--- src/rtl/alu_cmd_sequencer.sv ---
// Command/result sequencer around a combinational ALU: registers operands on a
// valid/ready command, captures the settled result one cycle later into a FIFO.
module alu_cmd_sequencer #(
  parameter int WIDTH = 4,
  parameter int DEPTH = 2
) (
  input  logic             clk,
  input  logic             rst_n,
  input  logic             cmd_valid,
  output logic             cmd_ready,
  input  logic [WIDTH-1:0] cmd_a,
  input  logic [WIDTH-1:0] cmd_b,
  input  logic [2:0]       cmd_sel,
  input  logic             cmd_use_acc,
  output logic [WIDTH-1:0] alu_a,
  output logic [WIDTH-1:0] alu_b,
  output logic [2:0]       alu_sel,
  input  logic [WIDTH-1:0] alu_c,
  input  logic             alu_cf,
  input  logic             alu_of,
  input  logic             alu_out,
  input  logic             alu_zero,
  output logic             res_valid,
  input  logic             res_ready,
  output logic [WIDTH+3:0] res_data,
  output logic [WIDTH-1:0] acc,
  output logic [7:0]       op_count,
  output logic             busy
);

  localparam int PTR_W = (DEPTH > 1) ? $clog2(DEPTH) : 1;
  localparam int CNT_W = $clog2(DEPTH) + 1;
  localparam logic [CNT_W-1:0] FULL = CNT_W'(DEPTH);

  typedef enum logic {IDLE, EXEC} state_t;

  state_t           state, state_nxt;
  logic             accept, push, pop;
  logic [WIDTH+3:0] mem [DEPTH];
  logic [PTR_W-1:0] wr_ptr, rd_ptr;
  logic [CNT_W-1:0] count;

  always_ff @(posedge clk or negedge rst_n) begin
    if (!rst_n) state <= IDLE;
    else        state <= state_nxt;
  end

  // rst_n gates cmd_ready so nothing is offered while reset is held
  always_comb begin
    state_nxt = state;
    cmd_ready = 1'b0;
    busy      = 1'b0;
    accept    = 1'b0;
    push      = 1'b0;
    case (state)
      IDLE: begin
        cmd_ready = rst_n && (count < FULL);
        accept    = cmd_valid && cmd_ready;
        if (accept) state_nxt = EXEC;
      end
      EXEC: begin
        busy      = 1'b1;
        push      = 1'b1;
        state_nxt = IDLE;
      end
      default: state_nxt = IDLE;
    endcase
  end

  // Stage 0 -> ALU: operand registers, held between commands
  always_ff @(posedge clk or negedge rst_n) begin
    if (!rst_n) begin
      alu_a   <= '0;
      alu_b   <= '0;
      alu_sel <= 3'b000;
    end else if (accept) begin
      alu_a   <= cmd_use_acc ? acc : cmd_a;
      alu_b   <= cmd_b;
      alu_sel <= cmd_sel;
    end
  end

  // ALU -> result stage: capture settled result at the end of EXEC
  always_ff @(posedge clk or negedge rst_n) begin
    if (!rst_n) begin
      acc      <= '0;
      op_count <= 8'd0;
    end else if (push) begin
      acc      <= alu_c;
      op_count <= op_count + 8'd1;
    end
  end

  assign pop = res_ready && (count != '0);

  always_ff @(posedge clk) begin
    if (push) mem[wr_ptr] <= {alu_c, alu_cf, alu_of, alu_out, alu_zero};
  end

  always_ff @(posedge clk or negedge rst_n) begin
    if (!rst_n) begin
      wr_ptr <= '0;
      rd_ptr <= '0;
      count  <= '0;
    end else begin
      if (push) wr_ptr <= wr_ptr + 1'b1;
      if (pop)  rd_ptr <= rd_ptr + 1'b1;
      case ({push, pop})
        2'b10:   count <= count + 1'b1;
        2'b01:   count <= count - 1'b1;
        default: count <= count;
      endcase
    end
  end

  // Storage is not reset, so the head is masked while the FIFO is empty
  assign res_valid = (count != '0);
  assign res_data  = res_valid ? mem[rd_ptr] : '0;

endmodule

--- config.mk ---
export PLATFORM = sky130hd
export DESIGN_NAME = alu_cmd_sequencer
export DESIGN_NICKNAME = d
export VERILOG_FILES = /design/src/rtl/alu_cmd_sequencer.sv
export SDC_FILE = /design/constraint.sdc
export NUM_CORES = 1
export LEC_CHECK = 0
export CAP_MARGIN = 20
export CORE_MARGIN = 2
export CORE_UTILIZATION = 30
export DETAILED_ROUTE_END_ITERATION = 8
export GPL_TIMING_DRIVEN = 0
export PLACE_DENSITY = 0.68
export SLEW_MARGIN = 20
export SYNTH_ARGS = -nofsm -noshare
export SYNTH_HDL_FRONTEND = slang
export SYNTH_SLANG_ARGS = --single-unit
--- constraint.sdc ---
create_clock -name clk -period 3.27 [get_ports clk]
set_input_delay 0.654 -clock clk [delete_from_list [all_inputs] [get_ports clk]]
set_output_delay 0.654 -clock clk [all_outputs]
set_load 0.01 [all_outputs]
# == Word-level counts from Yosys, hierarchy flattened ==
# Memories as Yosys holds them, arrays and structs flattened.
# Cells that the tools add are included.
# Widths: inputs -> output; s select.
# op_classes
addsub,5
n_lt_le_gt_ge,1
n_eq_ne,2
mux,10
bitwise_logic,1
reduce_logical,5
# op_table
cell,n
$add 8x1->8 const B,1
$mux 8,1
$mux 1,6
$mux 4,1
$pmux 2 s2,1
$reduce_bool 2->1,2
$logic_and 1x1->1,3
$add 1x1->1 const B,2
$add 2x1->2 const B,1
$eq 2x1->1 const B,1
$eq 2x2->1 const B,1
$lt 2x2->1 const B,1
$pmux 1 s2,1
$sub 2x1->2 const B,1
$not 1->1,1
# word_totals
regBits,28
ramBits,16
in_bits,24
out_inout_bits,34
word_cells,34
memories,1
# mem_list
name,words,word_bits,rd,rd_clocked_by_memory_dff,wr,line_no,source
mem,2,8,1,0,1,39,logic [WIDTH+3:0] mem [DEPTH];

# == Depth between registers and ports, before layout ==
# Gate-level depths: netlist of the first run.
# depth
ltp_word,5
depth_mapped,6
depth_no_buf,6

# == Worst setup path before layout of the first run ==
# Ideal clock, no wire load.
# synth_timing
kind,register to output
startpoint,reg state
endpoint,out cmd_ready
arrival_ns,0.975
required_time_ns,2.616
path_slack_ns,1.641
stages_incl_launch_ff,3
n_path_buf,1
path_cell_list,dfrtp_1 -> buf_2 -> nor3b_1
# synth_via
elab_chain_len,1
# synth_lines
item,line_no,source
from (decl),37,"state_t state, state_nxt;"
from (signal assigned),45,else state <= state_nxt;
$mux 1,55,case (state)
to (decl),10,"output logic cmd_ready,"
# No other way between the ends.

# == Final worst setup path of the first run ==
# layout_timing
startpoint,in rst_n
endpoint,out cmd_ready
# layout_via
elab_chain_len,2
# layout_lines
item,line_no,source
from (decl),8,"input logic rst_n,"
$logic_and 1x1->1,57,cmd_ready = rst_n && (count < FULL);
$mux 1,55,
# No other way between the ends.

==> results of run 1 <==
[cell usage after synthesis (all sizes together)]
cell	instances
nor4bb	1
mux2	12
and2	1
nor2b	1
nand4	4
nor3b	1
buf	5
inv	2
nand2	2
ha	2
xnor2	5
a21oi	4
dfrtp	28
nor2	18
mux2i	12
edfxtp	16
xor2	7
[state kept, by name (all words and copies together), names as in the netlist]
signal,cells
mem,16
op_count,8
acc,4
alu_a,4
alu_b,4
alu_sel,3
count,2
rd_ptr,1
state,1
wr_ptr,1
[per-stage QoR]
step	cell area [µm²]	utilization, %	setup slack (ns)
after floorplan	1770	-	1.64
after global placement	2420	43.1	-0.350
after detailed placement	2410	43.0	0.559
after CTS	2490	44.4	0.553
after global routing	2490	44.4	0.450
final	2490	44.4	0.614
[cells by family after synthesis]
| family | count (synthesis) | synth area share, % |
|---|---|---|
| buffers and inverters | 7 | 2.48 |
| adders and majority gates | 2 | 1.42 |
| DFF | 44 | 66.9 |
| and+or+nand+nor | 28 | 7.51 |
| muxes | 24 | 14.7 |
| AOI/OAI and AO/OA | 4 | 1.13 |
| xor gates and xnor gates | 12 | 5.95 |
[power by group through the flow]
stage	sequential [mW]	combinational [mW]	clock, mW
after floorplan	0.919	0.357	0
after global placement	0.881	0.859	0
after detailed placement	0.884	0.868	0
after CTS	0.877	0.870	0.327
after global routing	0.899	0.930	0.346
final	0.873	0.855	0.316
[placed cells by master, fill, tap and decap left out, drive strengths merged]
| cell | netlist | layout |
|---|---|---|
| buf | 5 | 6 |
| nor3b | 1 | 1 |
| clkbuf | 0 | 6 |
| nor4bb | 1 | 1 |
| edfxtp | 16 | 16 |
| xnor2 | 5 | 5 |
| mux2i | 12 | 12 |
| mux2 | 12 | 12 |
| xor2 | 7 | 7 |
| clkinv | 0 | 1 |
| a21oi | 4 | 4 |
| nand2 | 2 | 2 |
| dfrtp | 28 | 28 |
| inv | 2 | 2 |
| ha | 2 | 2 |
| nor2b | 1 | 1 |
| nand4 | 4 | 4 |
| nor2 | 18 | 18 |
| clkdlybuf4s50 | 0 | 55 |
| and2 | 1 | 1 |
[worst max path at each step]
stage | startpoint | to | slack (ns) | depth (start not counted)
floorplan | state | cmd_ready | 1.64 | 2
global placement | rst_n | cmd_ready | -0.35 | 3
detailed placement | rst_n | cmd_ready | 0.56 | 3
CTS | rst_n | cmd_ready | 0.55 | 3
global route | rst_n | cmd_ready | 0.45 | 3
finish | rst_n | cmd_ready | 0.61 | 3
[per-layer routing]
layer  part of all wire, %  vias to the layer above  global-route usage, %
met4                   1.8                        0                   5.59
met5                     0                        -                      0
li1                      -                      544                      -
met3                   5.2                        6                   3.44
met1                    48                      542                   15.1
met2                    45                       36                   16.8
[cell type report]
cell class	count	area (µm²)
fillers	527	3120
flip-flops and latches	44	1180
repair buffers	56	556
multi-input cells	70	542
well taps	72	90.1
clock buffers	6	72.6
plain buffers	5	36.3
inverters	2	7.51
clock inverters	1	5.00
[worst max-delay path: cells and delay by family]
family                 cells  cell delay (ns)
buffers and inverters      2             1.08
AND/OR/NAND/NOR            1             0.25
==> flow_summary.yaml, run 1 <==
outcome:
  status: "finished, final reports clean"
layout:
  area_growth_pct: 40.9
  n_antenna_cell: 0
  finalNonFillerCells: 256
  drive_gt1_share_pct: 13.0
  final_nets: 210
setup_path:
  r2r_end: "mem[0][6]"
  crit_chain: "buf_2 -> nor3b_1 -> clkdlybuf4s50_1"
  cp-start-kind: "input pin"
  cp_max_fo: 30
  critPathKind: "input pin to output pin"
  cp_data_required_time_ns: 2.62
  worst_path_max_delay_cell: "clkdlybuf4s50_1"
  crit_arrival_ns: 2.00
  max_stage_delay_ns: 0.57
  crit_path_end_kind: "output pin"
  rrSetupSlack_ns: 1.53
  reg2reg_from: "state"
  rr_worst_depth: 3
timing:
  setup_tns_ns: 0
  fmax_mhz: 377
  skew_ns: 0.00708
  rsz0062_at_grt: "no"
  hold_ws_ns: 0.383
  slew_viol_final: 0
  setup_violations: 0
  tightest_slew_ns: 0.657
  period_share_pct: 81.2
  timing.slew.headroom_pct: 56.2
  hold_viol_final: 0
  min_period_ns: 2.66
clock_network:
  cts_root_buf: "clkbuf_8"
  cts-buffers-inserted: 5
  postCtsHoldBufs: 0
  htree_levels: 2
  post_cts_buffers: 0
  cts_tree: "built"
  clk_path_buf_depth: 2
  clock_latency_ns: 0.30
  clkTransAtPathRegs_ns: 0.07
  cts_num_sinks: 44
  cts-resized-gates: 0
placed_design:
  place_inst: 249
  portBuffers: 56
  place_congestion: 0.691
  hpwl_mm: 2.42
detailed_routing:
  routedWlPerCell_um: 13.3
  dr_total_vias: 1128
  avgViaCountPerCell: 4.41
  drtIter0Drc: 53
  routed_wl_mm: 3.39
  ant_nets: 0
  first_pass_iters: 4
  drc: 0
floorplan:
  die_area_mm2: 0.00652
  die_h_um: 80.7
  io_pins: 58
  start_util_pct: 31.5
  die_w_um: 80.7
  core-area_mm2: 0.00561
  core.rowCount: 27
synth:
  yosysWarnings: 0
  ys_ff_latch: 44
  yosysUniqueCellTypes: 22
  synth_largest_area_cell: "dfrtp_1"
  synth_area_leaders: "dfrtp_1 (40%), edfxtp_1 (27%), mux2_2 (7.0%)"
  avgSynthCellArea_um2: 14.6
  syn-num-nets: 147
  synth_top_area_share_pct: 39.7
  syn_area_mm2: 0.00177
  synth_seq_area_share_pct: 66.9
  synthCells: 121
global_routing:
  grt_pass1_vias: 1116
  track_usage_pct: 11.3
  grt_pass1_wl_mm: 5.41
  grt.overflow.total: 0
  grt_start_max_net_pins: 31
  grt_antenna_before_repair: 0
pwr:
  max-vdd-ir-drop_v: 0.000297
  p_per_area_mw_per_mm2: 821
  power_mw: 2.04
  swShare_pct: 31.2
  switching_power_mw: 0.638
  sequentialPowerShare_pct: 42.7
  pwr-share-comb_pct: 41.8
  clockPowerShare_pct: 15.5
  p_int_mw: 1.41
  leakage_nw: 1.01
worst_hold_path:
  min_path_type: "input pin to asynchronous set/reset pin"
flow_run:
  drv_cap: 0
Power figures use the tool's default switching activity.
==> run 2: changes to the inputs <==
Settings changed: PLACE_DENSITY 0.68 to 0.7.
Clock period 3.27 ns to 2.3 ns, I/O delays scaled along.
==> flow_summary.yaml, run 2 (synthesis results as in run 1) <==
pwr:
  leakage_nw: 1.05
  p_per_area_mw_per_mm2: 1220
  power_mw: 3.09
  max-vdd-ir-drop_v: 0.000641
floorplan:
  start_util_pct: 31.5
  die_w_um: 80.7
  die_h_um: 80.7
  die_area_mm2: 0.00652
  io_pins: 58
  core.rowCount: 27
  core-area_mm2: 0.00561
clock_network:
  clock_latency_ns: 0.30
  cts-buffers-inserted: 5
  cts_root_buf: "clkbuf_8"
  postCtsHoldBufs: 0
  clk_path_buf_depth: 2
  clkTransAtPathRegs_ns: 0.09
  htree_levels: 2
  cts_num_sinks: 44
  post_cts_buffers: 0
  cts_tree: "built"
detailed_routing:
  first_pass_iters: 2
  avgViaCountPerCell: 4.50
  routed_wl_mm: 3.54
  ant_nets: 0
  dr_total_vias: 1157
  drtIter0Drc: 39
  drc: 0
  routedWlPerCell_um: 13.8
outcome:
  status: "finished, final reports clean"
layout:
  seqCellArea_mm2: 0.00118
  reg_top3: "mem (16), op_count (8)"
  n_antenna_cell: 0
  largest_register: "mem"
  drive_gt1_share_pct: 14.6
  num-fill-cells: 537
  final_cell_mix: "clkdlybuf4s50_1 (54), dfrtp_1 (27), nor2_1 (17), edfxtp_1 (16), mux2i_1 (12)"
  largest_reg_flops: 16
  final_common_cell: "clkdlybuf4s50_1"
  finalNonFillerCells: 257
  design_area_mm2: 0.00254
  multi_input_area_um2: 542
  area_growth_pct: 43.8
  final_nets: 210
timing:
  fmax_mhz: 466
  skew_ns: 0.00797
  slew_viol_final: 0
  min_period_ns: 2.15
  setup_tns_ns: 0
  rsz0062_at_grt: "no"
  setup_violations: 0
  tightest_slew_ns: 0.697
  period_share_pct: 93.4
  hold_viol_final: 0
  timing.slew.headroom_pct: 53.4
global_routing:
  grt_pass1_wl_mm: 5.39
  track_usage_pct: 11.2
  grt_start_max_net_pins: 31
  grt_pass1_vias: 1151
  grt.overflow.total: 0
  grt_antenna_before_repair: 0
setup_path:
  crit_arrival_ns: 1.69
  rrSetupSlack_ns: 0.57
  cp-endpoint: "res_data[5]"
  cp-start-kind: "register"
  rr_worst_depth: 3
  critPathKind: "register to output pin"
  critPathLaunch: "rd_ptr"
  reg2reg_from: "state"
  r2r_end: "mem[0][0]"
  cp_max_fo: 9
  cp_data_required_time_ns: 1.84
  crit_path_end_kind: "output pin"
placed_design:
  portBuffers: 56
  place_inst: 249
  place_congestion: 0.683
  hpwl_mm: 2.58
  post_dp_cell_area_mm2: 0.00241
flow_run:
  drv_cap: 0
worst_hold_path:
  min_path_type: "input pin to asynchronous set/reset pin"
[run 2: metal layers]
metal | GRT usage, % | share of wire, %
met3 | 4.11 | 8.1
met2 | 17.5 | 45
met1 | 14.0 | 45
met5 | 0 | 0
met4 | 5.08 | 1.6
[run 2: where the power goes]
group	leakage, nW	internal (mW)	switching (mW)	total [mW]
registers	0.483	1.06	0.194	1.25
clock network	0.0614	0.355	0.261	0.616
logic	0.501	0.735	0.489	1.22
total	1.05	2.15	0.944	3.09
[run 2: what timing repair did]
action	in CTS	in global routing
endpoints found under the setup margin	1	1
resized for setup	2	1
gates cloned	0	0
[run 2: worst min path at each step]
stage	start	end	depth (start not counted)
after floorplan	rst_n	acc[0]	0
after global placement	op_count[7]	op_count[7]	1
after detailed placement	op_count[7]	op_count[7]	1
after CTS	rst_n	rd_ptr	1
after global routing	rst_n	rd_ptr	1
final	rst_n	rd_ptr	1
[run 2: area by class of cell]
class                           instances  area share [%]
Buffer                                  5            1.43
Inverter                                2           0.296
Multi-Input combinational cell         70            21.3
Timing Repair Buffer                   56            22.1
Clock buffer                            6            3.25
Sequential cell                        44            46.6
Tap cell                               72            3.55
Clock inverter                          2            1.53
[run 2: through the flow]
| stage | utilization [%] | hold WS, ns | setup slack, ns |
|---|---|---|---|
| 2_1_floorplan | - | 0.164 | 0.792 |
| 3_3_place_gp | 43.1 | 0.461 | -0.908 |
| 3_5_place_dp | 43.0 | 0.464 | -0.0745 |
| 4_1_cts | 45.2 | 0.0788 | 0.00426 |
| 5_1_grt | 45.3 | 0.0816 | 0.0634 |
| 6_report | 45.3 | 0.0682 | 0.153 |
[run 2: critical path: stages, from the launching register on]
cell	delay [ns]
dfrtp_1	0.32
buf_2	0.26
mux2i_1	0.26
nor2_1	0.06
clkdlybuf4s50_1	0.49
==> run 3: changes to the inputs <==
--- a/config.mk
+++ b/config.mk
@@ -8,8 +8,9 @@
 export CAP_MARGIN = 20
+export CELL_PAD_IN_SITES_DETAIL_PLACEMENT = 1
+export CELL_PAD_IN_SITES_GLOBAL_PLACEMENT = 2
 export CORE_MARGIN = 2
-export CORE_UTILIZATION = 30
+export CORE_UTILIZATION = 27
 export DETAILED_ROUTE_END_ITERATION = 8
 export GPL_TIMING_DRIVEN = 0
-export PLACE_DENSITY = 0.7
-export SLEW_MARGIN = 20
+export PLACE_DENSITY = 0.87
 export SYNTH_ARGS = -nofsm -noshare
--- a/constraint.sdc
+++ b/constraint.sdc
@@ -3,2 +3,2 @@
 set_output_delay 0.46 -clock clk [all_outputs]
-set_load 0.01 [all_outputs]
+set_load 0.005 [all_outputs]
==> flow_summary.yaml, run 3 (synthesis results as in run 1) <==
outcome:
  status: "finished, final reports clean"
detailed_routing:
  routed_wl_mm: 3.76
  avgViaCountPerCell: 4.40
  drc: 0
  drtIter0Drc: 21
  routedWlPerCell_um: 14.2
  ant_nets: 0
  dr_total_vias: 1165
  first_pass_iters: 2
timing:
  setup_slack_ns: 0.142
  hold_viol_final: 0
  min_period_ns: 2.16
  timing.slew.headroom_pct: 51.3
  period_share_pct: 93.8
  tightest_slew_ns: 0.728
  slew_viol_final: 0
  setup_violations: 0
  skew_ns: 0.00968
  rsz0062_at_grt: "no"
  fmax_mhz: 463
placed_design:
  hpwl_mm: 2.78
  place_congestion: 0.726
  place_inst: 256
  portBuffers: 56
  dp_slack_ns: -0.518
floorplan:
  start_util_pct: 27.8
  die_h_um: 84.9
  die_area_mm2: 0.00721
  io_pins: 58
  die_w_um: 84.9
  core-area_mm2: 0.00635
  core.rowCount: 29
global_routing:
  track_usage_pct: 11.3
  grt_pass1_wl_mm: 6.29
  grt_start_max_net_pins: 16
  grt_pass1_vias: 1244
  grt_antenna_before_repair: 0
  grt.overflow.total: 0
setup_path:
  worst_path_max_delay_cell: "clkdlybuf4s50_1"
  crit_chain: "buf_2 -> nor3b_1 -> clkdlybuf4s50_1"
  cp_max_fo: 10
  crit_arrival_ns: 1.70
  cp-endpoint: "cmd_ready"
  cp_data_required_time_ns: 1.84
  critPathLaunch: "state"
  critPathKind: "register to output pin"
  max_stage_delay_ns: 0.54
  reg2reg_from: "state"
  rrSetupSlack_ns: 0.57
  r2r_end: "mem[0][1]"
  rr_worst_depth: 3
  cp-start-kind: "register"
  crit_path_end_kind: "output pin"
pwr:
  leakage_nw: 1.03
  p_per_area_mw_per_mm2: 1130
  max-vdd-ir-drop_v: 0.000408
layout:
  reg_top3: "mem (16), op_count (8)"
  final_cell_mix: "clkdlybuf4s50_1 (55), dfrtp_1 (27), nor2_1 (17), edfxtp_1 (16), mux2i_1 (12)"
  finalNonFillerCells: 265
  largest_reg_flops: 16
  num-fill-cells: 681
  final_common_cell: "clkdlybuf4s50_1"
  n_antenna_cell: 0
  area_growth_pct: 44.3
  multi_input_area_um2: 542
  drive_gt1_share_pct: 15.4
  final_nets: 213
  largest_register: "mem"
  seqCellArea_mm2: 0.00118
clock_network:
  cts_root_buf: "clkbuf_8"
  clkTransAtPathRegs_ns: 0.10
  clock_latency_ns: 0.30
  post_cts_buffers: 0
  cts-buffers-inserted: 5
  clk_path_buf_depth: 2
  cts_tree: "built"
  cts_num_sinks: 44
  htree_levels: 2
worst_hold_path:
  min_path_type: "input pin to asynchronous set/reset pin"
flow_run:
  drv_cap: 0
## run 3: per-layer routing
metal  vias up  share of wire [%]  track usage (%)
met1       570                 46             15.0
met4         0                1.4             3.90
met5         -                  0                0
met3         6                5.9             3.40
li1        548                  -                -
met2        41                 47             17.8
## run 3: area by class of cell
class / count / share of cell area (%)
repair buffers: 59 / 23.2
clock buffers: 5 / 2.70
plain buffers: 5 / 1.42
multi-input cells: 70 / 21.3
flip-flops and latches: 44 / 46.4
clock inverters: 3 / 0.933
well taps: 77 / 3.78
inverters: 2 / 0.295
## run 3: how the worst min path moves through the flow
stage | startpoint | end
after global placement | op_count[7] | op_count[7]
after CTS | rst_n | acc[2]
after detailed placement | wr_ptr | wr_ptr
after floorplan | rst_n | acc[0]
final | rst_n | acc[3]
after global routing | rst_n | acc[3]
## run 3: report_power, final
group | internal [mW] | leakage [nW] | switching, mW
combinational | 0.737 | 0.504 | 0.394
sequential | 1.06 | 0.483 | 0.192
clock | 0.215 | 0.0404 | 0.283
total | 2.01 | 1.03 | 0.869
## run 3: timing repair
item,4_1_cts,5_1_grt
hold buffers,1,0
gates resized for setup,5,1
hold endpoints to repair,7,0
endpoints found under the setup margin,2,1
## run 3: through the flow
stage	TNS, ns	instance area [µm²]	total power, mW	hold slack [ns]	util (%)
5_1_grt	0	2550	3.08	0.0656	40.1
4_1_cts	0	2550	2.93	0.0627	40.1
3_5_place_dp	-2.80	2450	2.41	0.481	38.6
6_report	0	2550	2.88	0.0736	40.1
3_3_place_gp	-7.58	2420	2.37	0.457	38.2
2_1_floorplan	0	1770	1.71	0.164	-
## run 3: critical path: cells and delay by family (launching register included)
family	cells	cell delay, ns
AND/OR/NAND/NOR	1	0.19
flip-flops	1	0.46
buffers and inverters	2	0.75
==> RTL change 1: new RTL, config.mk and constraints of run 3 <==
Set the parameter `WIDTH` to 6 (it was 4).
--- a/src/rtl/alu_cmd_sequencer.sv
+++ b/src/rtl/alu_cmd_sequencer.sv
@@ -1,7 +1,7 @@
 // Command/result sequencer around a combinational ALU: registers operands on a
 // valid/ready command, captures the settled result one cycle later into a FIFO.
 module alu_cmd_sequencer #(
-  parameter int WIDTH = 4,
+  parameter int WIDTH = 6,
   parameter int DEPTH = 2
 ) (
   input  logic             clk,
Ports: changed (7 resized); port bits go from 58 to 72. The function was not compared with the original's and may differ.
==> RTL change 1 against run 3 <==
Sequential cell count up 10. First-iteration DRC count down 33%. Synthesized area up 24%. Via count up 19%. Power up 28%. Die area up 23%. Routed wire length up 27%. Worst setup slack worse by 0.027 ns. Final area up 23%. Clock skew about the same. Combinational power up 31%. Non-clock buffer count up 12. Register-to-register slack better by 0.06 ns. Sequential power up 22%.
==> RTL change 1: results <==
export IMPL_grt_pass1_wl_mm=7.82
export IMPL_fin_crit_sh_pct=95.0
export IMPL_postPlaceCellArea_mm2=0.00302
export IMPL_yosys_top_cells_area="dfrtp_1 39%, edfxtp_1 27%, mux2i_1 7.3%, mux2_4 4.8%, mux2_2 4.6%"
export IMPL_synthMuxAreaShare_pct=16.7
export IMPL_final_cells=326
export IMPL_worst_pin_slew_ns=0.867
export IMPL_detail_route_wl_per_cell_um=14.7
export IMPL_synth_edf_count=20
export IMPL_max_stage_delay_ns=0.52
export IMPL_nets=255
export IMPL_pwr_share_seq_pct=41.5
export IMPL_fill_cells=811
export IMPL_synthAdderAreaFrac_pct=1.14
export IMPL_grt_max_degree=37
export IMPL_ir_drop_uv=437
export IMPL_dr_pass1_iters=3
export IMPL_syn_num_nets=179
export IMPL_viasPerCell=4.26
export IMPL_status="completed"
export IMPL_postSynthCellCount=147
export IMPL_startpoint="rd_ptr"
export IMPL_p_leak_nw=1.27
export IMPL_power_density_cell_area_mw_per_mm2=1170
export IMPL_switching_power_mw=1.06
export IMPL_drt_iter0_markers=14
export IMPL_grt_pass1_vias=1500
export IMPL_clkPwrFrac_pct=18.2
RTL change 1: cell count changes after synthesis, moves of 2 or more:
| cell | run 3 | this run |
|---|---|---|
| mux2_4 | 1 | 7 |
| dfrtp_1 | 28 | 34 |
| buf_6 | 0 | 2 |
| edfxtp_1 | 16 | 20 |
| nand2_1 | 2 | 4 |
| nand4_1 | 4 | 2 |
| mux2_2 | 11 | 9 |
| a21oi_1 | 4 | 6 |
| mux2i_1 | 12 | 16 |
| nor2_1 | 17 | 21 |
RTL change 1: layout make-up:
type                    count  area (um2)  area share, %
flip-flops and latches     54        1450           46.2
repair buffers             70         698           22.2
multi-input cells          84         679           21.6
well taps                 102         128           4.06
clock buffers               5        68.8           2.19
plain buffers               6        61.3           1.95
clock inverters             3        48.8           1.55
inverters                   2        7.51          0.239
RTL change 1: cell families (layout without fill, tap and decap cells):
group	after synthesis	in the layout
muxes	32	32
xor gates and xnor gates	12	12
DFF	54	54
buffers and inverters	9	86
adders and majority gates	2	2
AOI/OAI and AO/OA	6	6
and+or+nand+nor	32	32
RTL change 1: worst min-delay path by stage:
stage / cells past startpoint / end / from / slack (ns)
2_1_floorplan: 0 / acc[0] / rst_n / 0.16
3_3_place_gp: 1 / op_count[7] / op_count[7] / 0.46
3_5_place_dp: 1 / op_count[7] / op_count[7] / 0.46
4_1_cts: 1 / op_count[1] / rst_n / 0.10
5_1_grt: 1 / op_count[3] / rst_n / 0.12
6_report: 1 / op_count[3] / rst_n / 0.09
RTL change 1: routing by layer:
layer  vias up  wire length, um  share of wire, %  track usage [%]
met4         0               38              0.80             2.90
met2        49             2310                48             19.6
met3         4              346               7.2             4.25
li1        655                -                 -                -
met1       682             2090                44             13.9
met5         -                0                 0                0
==> RTL change 2: new RTL, settings of run 3 <==
Made on the original files. Reset style: synchronous (`rst_n`), changed in 4 clocked blocks.
--- a/src/rtl/alu_cmd_sequencer.sv
+++ b/src/rtl/alu_cmd_sequencer.sv
@@ -40,7 +40,7 @@
   logic [PTR_W-1:0] wr_ptr, rd_ptr;
   logic [CNT_W-1:0] count;
 
-  always_ff @(posedge clk or negedge rst_n) begin
+  always_ff @(posedge clk) begin
     if (!rst_n) state <= IDLE;
     else        state <= state_nxt;
   end
@@ -68,7 +68,7 @@
   end
 
   // Stage 0 -> ALU: operand registers, held between commands
-  always_ff @(posedge clk or negedge rst_n) begin
+  always_ff @(posedge clk) begin
     if (!rst_n) begin
       alu_a   <= '0;
       alu_b   <= '0;
@@ -81,7 +81,7 @@
   end
 
   // ALU -> result stage: capture settled result at the end of EXEC
-  always_ff @(posedge clk or negedge rst_n) begin
+  always_ff @(posedge clk) begin
     if (!rst_n) begin
       acc      <= '0;
       op_count <= 8'd0;
@@ -97,7 +97,7 @@
     if (push) mem[wr_ptr] <= {alu_c, alu_cf, alu_of, alu_out, alu_zero};
   end
 
-  always_ff @(posedge clk or negedge rst_n) begin
+  always_ff @(posedge clk) begin
     if (!rst_n) begin
       wr_ptr <= '0;
       rd_ptr <= '0;
Behaviour: differs if rst_n is asserted again (counterexample within 4 cycles, from zero or initial values and one cycle with rst_n low); with rst_n held inactive, the same outputs for 10 cycles.
==> RTL change 2 against run 3 <==
Synthesized area increased by 3.0%. Fmax increased by 1.9%. Sequential cell count increased by 1. Critical path depth increased by 1. Worst setup slack improved by 0.040 ns. Clock skew decreased by 0.0016 ns. Routed wire length increased by 7.0%. Non-clock buffer count unchanged. Synthesized cell count increased by 26%. Final area increased by 2.6%. Highest routed layer unchanged.
Power is not compared: it rests on default switching activity, and its combinational part moved more than twofold at a synthesized area within 25%.
==> RTL change 2: results <==
export IMPL_seqCellArea_mm2=0.00106
export IMPL_holdWs_ns=0.479
export IMPL_r2r_start="state"
export IMPL_fill_cells=689
export IMPL_synthTopCellsByCount="29 x dfxtp_1, 25 x mux2i_1, 16 x edfxtp_1"
export IMPL_cts_resized=0
export IMPL_grt_max_degree=15
export IMPL_grt_pass1_wl_mm=6.82
export IMPL_max_stage_delay_ns=0.52
export IMPL_grt_pass1_vias=1404
export IMPL_nets=241
export IMPL_syn_num_nets=178
export IMPL_postPlaceCellArea_mm2=0.00248
export IMPL_route_vias_total=1303
export IMPL_worstReg2RegEnd="mem[0][5]"
export IMPL_dpl_worst_slack_ns=0.167
export IMPL_stdcell_area_mm2=0.00261
export IMPL_grtUsageMet3_pct=3.18
export IMPL_clkTransAtPathRegs_ns=0.08
export IMPL_path_max_fanout=4
export IMPL_synthMuxAreaShare_pct=13.7
export IMPL_inv_count=4
export IMPL_status="completed"
export IMPL_synth_avg_cell_area_um2=12.0
export IMPL_synth_distinct_cells=28
export IMPL_routabilityCongestion=0.665
export IMPL_buf_share_pct=23.4
export IMPL_yosys_top_cells_area="dfxtp_1 32%, edfxtp_1 26%, mux2i_1 14%, nor2b_1 4.5%, xnor2_1 2.9%"
==> RTL change 2: changes by cell type after synthesis, sizes merged, moves of 4 or more <==
cell / change
a21oi: -4
and2: +7
dfrtp: -28
dfxtp: +29
mux2: -12
mux2i: +13
nand2: +5
nor2: -7
nor2b: +12
o211a: +4
xor2: -6
==> RTL change 2: worst max path at each step <==
stage / slack, ns / cells after the start / to / start
after floorplan: 0.79 / 3 / mem[0][0] / state
after global placement: 0.17 / 4 / cmd_ready / rst_n
after detailed placement: 0.17 / 4 / cmd_ready / rst_n
after CTS: 0.05 / 3 / res_data[6] / count[1]
after global routing: 0.08 / 4 / res_data[7] / flop
final: 0.18 / 4 / cmd_ready / rst_n
==> RTL change 2: per-layer routing <==
metal | wire (um) | up-vias
li1 | - | 645
met1 | 1910 | 617
met2 | 1880 | 36
met3 | 198 | 5
met4 | 44 | 0
met5 | 0 | -
